## src/rtl/aes_mode_pkg.sv

```systemverilog
// ---------------------------------------------------------------------------
// aes_mode_pkg
// Shared definitions for the block-cipher mode controller:
//   BLOCK_W  - AES block width in bits
//   mode_t   - chaining mode encodings presented on the mode input
//   state_t  - controller FSM states (also exported on the debug port)
//   ctr_inc  - counter increment confined to the bits selected by a mask
// ---------------------------------------------------------------------------
package aes_mode_pkg;

  localparam int BLOCK_W = 128;

  typedef enum logic [1:0] {
    MODE_ECB  = 2'b00,
    MODE_CBC  = 2'b01,
    MODE_CTR  = 2'b10,
    MODE_RSVD = 2'b11
  } mode_t;

  typedef enum logic [2:0] {
    ST_IDLE      = 3'd0,
    ST_WAIT_IN   = 3'd1,
    ST_ISSUE     = 3'd2,
    ST_WAIT_CORE = 3'd3,
    ST_OUT       = 3'd4
  } state_t;

  // Increment only the masked (low) bits; the carry out of the masked field
  // is discarded so the upper bits of the counter block never change.
  function automatic logic [BLOCK_W-1:0] ctr_inc(input logic [BLOCK_W-1:0] ctr,
                                                 input logic [BLOCK_W-1:0] mask);
    return (ctr & ~mask) | ((ctr + 128'd1) & mask);
  endfunction

endpackage

```

## src/rtl/aes_mode_ctrl.sv

```systemverilog
// ---------------------------------------------------------------------------
// aes_mode_ctrl
// ECB / CBC / CTR chaining controller placed in front of an external
// single-block AES core.
//
// Handshakes: a transfer happens on a rising edge where valid and ready are
// both high; a producer holds valid and its payload stable until that edge,
// and ready never depends combinationally on valid.
//
// Ports:
//   clk, reset          clock, asynchronous active-low reset
//   msg_start           pulse: latch mode/dir/key/iv (ignored while busy)
//   mode, dir, key, iv  message configuration
//   in_valid/in_ready   input block handshake, in_data/in_last payload
//   out_valid/out_ready output block handshake, out_data/out_last payload
//   busy, err           message in progress / sticky error
//   core_*              connection to the external AES core
//   state_dbg           current FSM state
// ---------------------------------------------------------------------------
module aes_mode_ctrl
  import aes_mode_pkg::*;
#(
  parameter int CTR_WIDTH = 32,
  parameter int TIMEOUT   = 64
) (
  input  logic               clk,
  input  logic               reset,
  input  logic               msg_start,
  input  logic [1:0]         mode,
  input  logic               dir,
  input  logic [BLOCK_W-1:0] key,
  input  logic [BLOCK_W-1:0] iv,
  input  logic               in_valid,
  output logic               in_ready,
  input  logic [BLOCK_W-1:0] in_data,
  input  logic               in_last,
  output logic               out_valid,
  input  logic               out_ready,
  output logic [BLOCK_W-1:0] out_data,
  output logic               out_last,
  output logic               busy,
  output logic               err,
  output logic [BLOCK_W-1:0] core_data,
  output logic [BLOCK_W-1:0] core_key,
  output logic               core_start_enc,
  output logic               core_start_dec,
  input  logic               core_done_enc,
  input  logic               core_done_dec,
  input  logic [BLOCK_W-1:0] core_cipher,
  input  logic [BLOCK_W-1:0] core_plain,
  output state_t             state_dbg
);

  localparam int CNT_W = $clog2(TIMEOUT + 1);
  localparam logic [BLOCK_W-1:0] CTR_MASK = {BLOCK_W{1'b1}} >> (BLOCK_W - CTR_WIDTH);

  state_t             state_q, state_d;
  mode_t              mode_q;
  logic               dir_q;
  // Holds the CBC chaining value, or the counter block in CTR mode.
  logic [BLOCK_W-1:0] chain_q;
  logic [BLOCK_W-1:0] in_q;
  logic               last_q;
  logic [CNT_W-1:0]   wait_cnt;

  logic               issued_dec;
  logic               done_hit;
  logic               timeout_hit;
  logic [BLOCK_W-1:0] result;
  logic [BLOCK_W-1:0] issue_data;
  logic [BLOCK_W-1:0] out_next;
  logic [BLOCK_W-1:0] chain_next;

  // CTR always runs the core forward, whatever dir says.
  assign issued_dec  = dir_q && (mode_q != MODE_CTR);
  assign done_hit    = (state_q == ST_WAIT_CORE) &&
                       (issued_dec ? core_done_dec : core_done_enc);
  // A done in the same cycle as the limit wins over the timeout.
  assign timeout_hit = (wait_cnt == CNT_W'(TIMEOUT));
  assign result      = issued_dec ? core_plain : core_cipher;

  assign in_ready       = (state_q == ST_WAIT_IN);
  assign out_valid      = (state_q == ST_OUT);
  assign busy           = (state_q != ST_IDLE);
  assign core_start_enc = (state_q == ST_ISSUE) && !issued_dec;
  assign core_start_dec = (state_q == ST_ISSUE) && issued_dec;
  assign state_dbg      = state_q;

  // Block presented to the core, captured on the input handshake.
  always_comb begin
    issue_data = in_data;
    case (mode_q)
      MODE_CBC: if (!dir_q) issue_data = in_data ^ chain_q;
      MODE_CTR: issue_data = chain_q;
      default:  ;
    endcase
  end

  // Output block and next chaining value, captured on the matching done.
  always_comb begin
    out_next   = result;
    chain_next = chain_q;
    case (mode_q)
      MODE_CBC: begin
        if (dir_q) begin
          out_next   = result ^ chain_q;
          chain_next = in_q;
        end else begin
          chain_next = result;
        end
      end
      MODE_CTR: begin
        out_next   = in_q ^ result;
        chain_next = ctr_inc(chain_q, CTR_MASK);
      end
      default: ;
    endcase
  end

  always_comb begin
    state_d = state_q;
    case (state_q)
      ST_IDLE:      if (msg_start && (mode != MODE_RSVD)) state_d = ST_WAIT_IN;
      ST_WAIT_IN:   if (in_valid) state_d = ST_ISSUE;
      ST_ISSUE:     state_d = ST_WAIT_CORE;
      ST_WAIT_CORE: begin
        if (done_hit)         state_d = ST_OUT;
        else if (timeout_hit) state_d = ST_IDLE;
      end
      ST_OUT:       if (out_ready) state_d = last_q ? ST_IDLE : ST_WAIT_IN;
      default:      state_d = ST_IDLE;
    endcase
  end

  always_ff @(posedge clk or negedge reset) begin
    if (!reset) state_q <= ST_IDLE;
    else        state_q <= state_d;
  end

  always_ff @(posedge clk or negedge reset) begin
    if (!reset) begin
      mode_q    <= MODE_ECB;
      dir_q     <= 1'b0;
      chain_q   <= '0;
      in_q      <= '0;
      last_q    <= 1'b0;
      wait_cnt  <= '0;
      out_data  <= '0;
      out_last  <= 1'b0;
      err       <= 1'b0;
      core_data <= '0;
      core_key  <= '0;
    end else begin
      case (state_q)
        ST_IDLE: begin
          if (msg_start) begin
            if (mode == MODE_RSVD) begin
              err <= 1'b1;
            end else begin
              err      <= 1'b0;
              mode_q   <= mode_t'(mode);
              dir_q    <= dir;
              core_key <= key;
              chain_q  <= iv;
            end
          end
        end
        ST_WAIT_IN: begin
          if (in_valid) begin
            in_q      <= in_data;
            last_q    <= in_last;
            core_data <= issue_data;
          end
        end
        ST_ISSUE: wait_cnt <= '0;
        ST_WAIT_CORE: begin
          if (done_hit) begin
            out_data <= out_next;
            out_last <= last_q;
            chain_q  <= chain_next;
          end else if (timeout_hit) begin
            err <= 1'b1;
          end else begin
            wait_cnt <= wait_cnt + 1'b1;
          end
        end
        ST_OUT: if (out_ready) out_last <= 1'b0;
        default: ;
      endcase
    end
  end

endmodule

```

## config.mk

```make
export PLATFORM = sky130hd
export DESIGN_NAME = aes_mode_ctrl
export DESIGN_NICKNAME = d
export VERILOG_FILES = /design/src/rtl/aes_mode_pkg.sv /design/src/rtl/aes_mode_ctrl.sv
export SDC_FILE = /design/constraint.sdc
export NUM_CORES = 2
export LEC_CHECK = 0
export ABC_AREA = 1
export ABC_CLOCK_PERIOD_IN_PS = 3200
export CORE_AREA = 2 2 412 414
export DETAILED_ROUTE_END_ITERATION = 10
export DIE_AREA = 0 0 414 416
export GPL_TIMING_DRIVEN = 0
export HOLD_SLACK_MARGIN = 0.02
export SYNTH_ARGS = -nofsm -noshare
export SYNTH_HDL_FRONTEND = slang
export SYNTH_SLANG_ARGS = --single-unit
```

## constraint.sdc

```tcl
create_clock -name clk -period 3.2 [get_ports clk]
set_clock_uncertainty 0.15 [all_clocks]
set_input_delay 0.64 -clock clk [delete_from_list [all_inputs] [get_ports clk]]
set_output_delay 0.64 -clock clk [all_outputs]
set_load 0.05 [all_outputs]
```

### Yosys cells after proc, flatten, opt, wreduce, memory -nomap -nowiden

Index checks and enable logic that the tools add are counted.

* flip-flop bits (word level): 656
* input bits: 651
* output and inout bits: 394
* word-level logic and storage cells: 89

* $add $sub $neg: 2
* eq/ne operators: 21
* muxes and demuxes: 30
* bitwise logic cells: 5
* reduce and logical (&&, ||, !) cells: 19

Operators by type and width (count)
* $pmux 128 s2: 4
* $mux 128: 7
* $xor 128x128->128: 3
* $or 128x32->128: 1
* $add 32x1->32 const B: 1
* $ne 2x2->1 const B: 10
* $mux 3: 5
* $pmux 3 s5: 1
* $mux 7: 2
* $pmux 7 s2: 1
* $reduce_and 3->1: 3
* $mux 1: 8
* $reduce_and 4->1: 2
* $add 7x1->7 const B: 1
* $eq 7x7->1 const B: 1
* $eq 3x2->1 const B: 2
* $reduce_bool 2->1: 3
* $logic_and 1x1->1: 5
* $reduce_and 5->1: 1
* $eq 2x2->1 const B: 2
* $pmux 1 s2: 2
* $reduce_and 2->1: 2
* $eq 3x1->1 const B: 1
* $eq 3x3->1 const B: 1
* 8 further kinds: 8

### Logic depth before layout (Yosys ltp)

* word-level depth: 7
* gate-level depth with buffers: 15
* gate-level depth less buffers: 13

### Worst setup path before layout

OpenSTA, ideal clock, no wires.

* path type: register to register
* start: register state_q[2] (netlist: state_dbg[2])
* end: register out_last
* library setup time: 0.128 ns
* data arrival time: 2.675 ns
* required time: 2.922 ns
* setup slack: 0.247 ns
* stages on the path, launching flop included: 7
* path buffers: 0
* period minus slack after synthesis: 2.953 ns
* path through: dfrtp_1 > inv_1 > nor3_1 > inv_1 > or2_2 > o211ai_1 > o21ai_0

* elaborated cells between the ends (all ways): 8
* classes of those cells: eq/ne (4); mux (1); reduce/logical (3)

RTL lines
* start: declaration: RTL line aes_mode_ctrl.sv:57 `state_t state_q, state_d;`
* start signal: assignment: RTL line aes_mode_ctrl.sv:137 `else state_q <= state_d;`
* $eq 3x3->1 (*)
* via out_valid: RTL line aes_mode_ctrl.sv:37 `output logic out_valid,`
* $ne 2x1->1 (no source line) / $reduce_bool 2->1 (equally long branches)
* $reduce_and 3->1 (no source line)
* end signal: assignment: RTL line aes_mode_ctrl.sv:179 `out_last <= last_q;`
* end: declaration: RTL line aes_mode_ctrl.sv:40 `output logic out_last,`

Mark *: on every way through the listed nets, which the timed path passes. The rest lies on a longest branch.
A chain may end at the register's enable or synchronous reset.

### Final worst setup path

* start: register mode_q[0]
* end: output port core_start_enc

* longest elaborated chain between the ends: 4

Ends and longest elaborated chain
* start: declaration: RTL line aes_mode_ctrl.sv:58 `mode_t mode_q;`
* start signal: assignment: RTL line aes_mode_ctrl.sv:161 `mode_q <= mode_t'(mode);`
* $ne 2x2->1: RTL line aes_mode_ctrl.sv:75 `assign issued_dec = dir_q && (mode_q != MODE_CTR);`
* $logic_and 1x1->1: RTL line aes_mode_ctrl.sv:75
* $logic_not 1->1: RTL line aes_mode_ctrl.sv:85 `assign core_start_enc = (state_q == ST_ISSUE) && !issued_dec;`
* $logic_and 1x1->1: RTL line aes_mode_ctrl.sv:85
* end: declaration: RTL line aes_mode_ctrl.sv:45 `output logic core_start_enc,`

No other way between the ends.

==> out/results.txt <==
Status: finished, violations left
Synth top area share: 41.7%
Area contributors post-synth: dfrtp_1 42%, nand2_1 17%, nand3_1 11%, o21ai_0 6.5%, a21oi_1 5.5%
Required @ worst endpoint: 2410 ps
RSZ-0062 raised after global routing: true
Die width: 414 um
CTS tree: done
Unique cell type count in the Yosys netlist: 34
Area occupied by multi-input gates: 0.0194 mm2
Worst slack, placed: -2240 ps
Worst-Skew Late Latency: 730 ps
Drt total wl: 264000 um
Gr ovfl total: 0
Via count: 48231
Clock Path Buffers: 3
FF+latch count, synth: 656
Worst Hold Class: input port to flop
Syn_area_per_cell: 6.79 um2
Vias in the first global route: 45149
H-tree depth: 3
Synthesized Nets: 6457
Critical path class: flop to output port
Minimum clock period: 3220 ps
Power Total: 71.7 mW
Final hold vios: 0
Startpoint types: flop
Count of nets after finishing: 7603
DP Area: 0.0529 mm2
Routed WL per cell: 28.5 um
Cells after Synth: 5801
Largest area contributor in the netlist: dfrtp_1
Reg-to-Reg Start: mode_q[0]
Violated checks: setup timing
DRC: 0
Layout cell share with drive strength beyond 1: 5.05%
Post-route cell area: 0.0562 mm2
Setup violations, final: 1
CTS Buf Count: 85
LEAKAGE: 26.3 nW
Slew @ Worst Pin: 1260 ps
Total track usage: 29.5%
Element type at the critical path end: output port
GPL Wtd Cong: 0.990
Initial antenna violation count: 77
FMAX: 310 MHz
Drt first-iter violations: 5765
CORE AREA: 0.168 mm2
Worst-path fanout max: 10
TritonRoute pass-1 iters: 8
Dpl hpwl: 203000 um
Vias per Instance: 5.21
Fillers: 18013
First-pass GRT wire length: 361000 um
Worst-path clk slew: 60 ps
Yosys Warn Count: 0
Hold path cells: 3
Peak supply drop: 804 uV
Root buf cell: clkbuf_16
PwrDens: 1280 mW/mm2
Boundary pin count: 1045
WHS Endpoint: core_key[124]
PortBufs: 1044
Most frequent cells in the layout: 1825 x nand2_1, 1037 x clkdlybuf4s50_1, 828 x nand3_1, 656 x dfrtp_1, 511 x o21ai_0
Max-cap violations: 0
Final WS setup: -21.2 ps
Most common cell after layout, fill and taps aside: nand2_1
Chip Height: 416 um
Syn Std Cell Area: 0.0394 mm2
Area Overhead vs Synth: 42.6%
Worst rel slew slack: 16.2%
Routed Antenna Nets: 0
CTS sink cnt: 656
Final Util: 33.4%
Die Area: 0.172 mm2
Fin Setup TNS: -21.2 ps
Pins Over Slew Limit: 0
Hold Path Origin: key[124]
Worst R2R Path Depth: 8
Register area share after synthesis: 41.7%
Cell row count: 151
Initial core utilization: 23.4%
R2R Path End: core_data[63]
FF/Latch Area: 0.0164 mm2
WP data arrival: 2430 ps
Largest net degree at the start of global routing: 108
Worst R2R Setup Slack: 130 ps
Fin crit share: 101%
[sequential cells by signal, summed over array words and instances, names as in the netlist]
| signal | flops |
|---|---|
| core_key | 128 |
| in_q | 128 |
| out_data | 128 |
| dir_q | 1 |
| wait_cnt | 7 |
| state_dbg | 3 |
| core_data | 128 |
| out_last | 1 |
| last_q | 1 |
| mode_q | 2 |
| chain_q | 128 |
| err | 1 |
[cells in the mapped netlist (all sizes together)]
cell	instances
nand4	5
ha	5
a21oi	436
nor2	302
nand3	830
dfrtp	656
inv	486
nand2	1828
o22ai	2
buf	189
clkbuf	240
xor2	4
o21ai	521
nand3b	1
a31oi	133
a31o	2
mux2i	13
a2bb2oi	127
a22o	1
nor3	5
or2	3
o211ai	6
nor3b	1
and2	4
o2bb2ai	1
[metal layers]
metal,vias to the layer above,global-route usage (%),part of all wire (%)
li1,21427,-,-
met1,23342,35.8,38
met2,2784,47.4,45
met3,618,7.70,9.5
met4,60,16.6,7.0
met5,-,0,0.14
[worst max path at each step]
stage | startpoint | to
after detailed placement | mode_q[0] | core_start_enc
final | mode_q[0] | core_start_enc
after floorplan | state_dbg[2] | out_last
after global placement | reset | core_key[50]
after global routing | mode_q[0] | core_start_enc
after CTS | mode_q[0] | core_start_enc
[cells by family after synthesis]
group	share of synthesized area [%]
buffers and inverters	9.20
AOI/OAI and AO/OA	17.3
muxes	0.330
DFF	41.7
xor gates and xnor gates	0.0889
adders and majority gates	0.159
and+or+nand+nor	31.2
[what timing repair did]
item,CTS,global route
endpoints found under the setup margin,392,136
hold buffers,1,0
pin swaps,2,1
endpoints found under the hold margin,59,0
setup buffers,1,6
resized for setup,92,26
[where the power goes]
group          switching, mW  internal (mW)
clock                   4.31           6.12
sequential              3.75           12.3
combinational           32.7           12.5
[final cells by class]
type	instances	share of cell area [%]
multi-input cells	4230	34.6
flip-flops and latches	656	29.2
repair buffers	1061	19.1
well taps	2218	4.94
clock buffers	112	4.16
plain buffers	427	3.54
inverters	486	3.28
clock inverters	36	1.00
diodes	35	0.156
[through the flow]
step	cells	hold slack [ps]
after global placement	9063	304
after floorplan	5801	194
after detailed placement	9072	308
final	9261	303
after CTS	9221	243
after global routing	9237	286
[critical path: stages (launching register included)]
cell and delay (ps):
dfrtp_1 390, inv_2 80, ha_4 210, inv_16 100
clkbuf_16 170, clkbuf_16 150, clkbuf_16 170, a21oi_4 250
buf_6 200
Note: power is estimated with default switching activity, not from simulation.
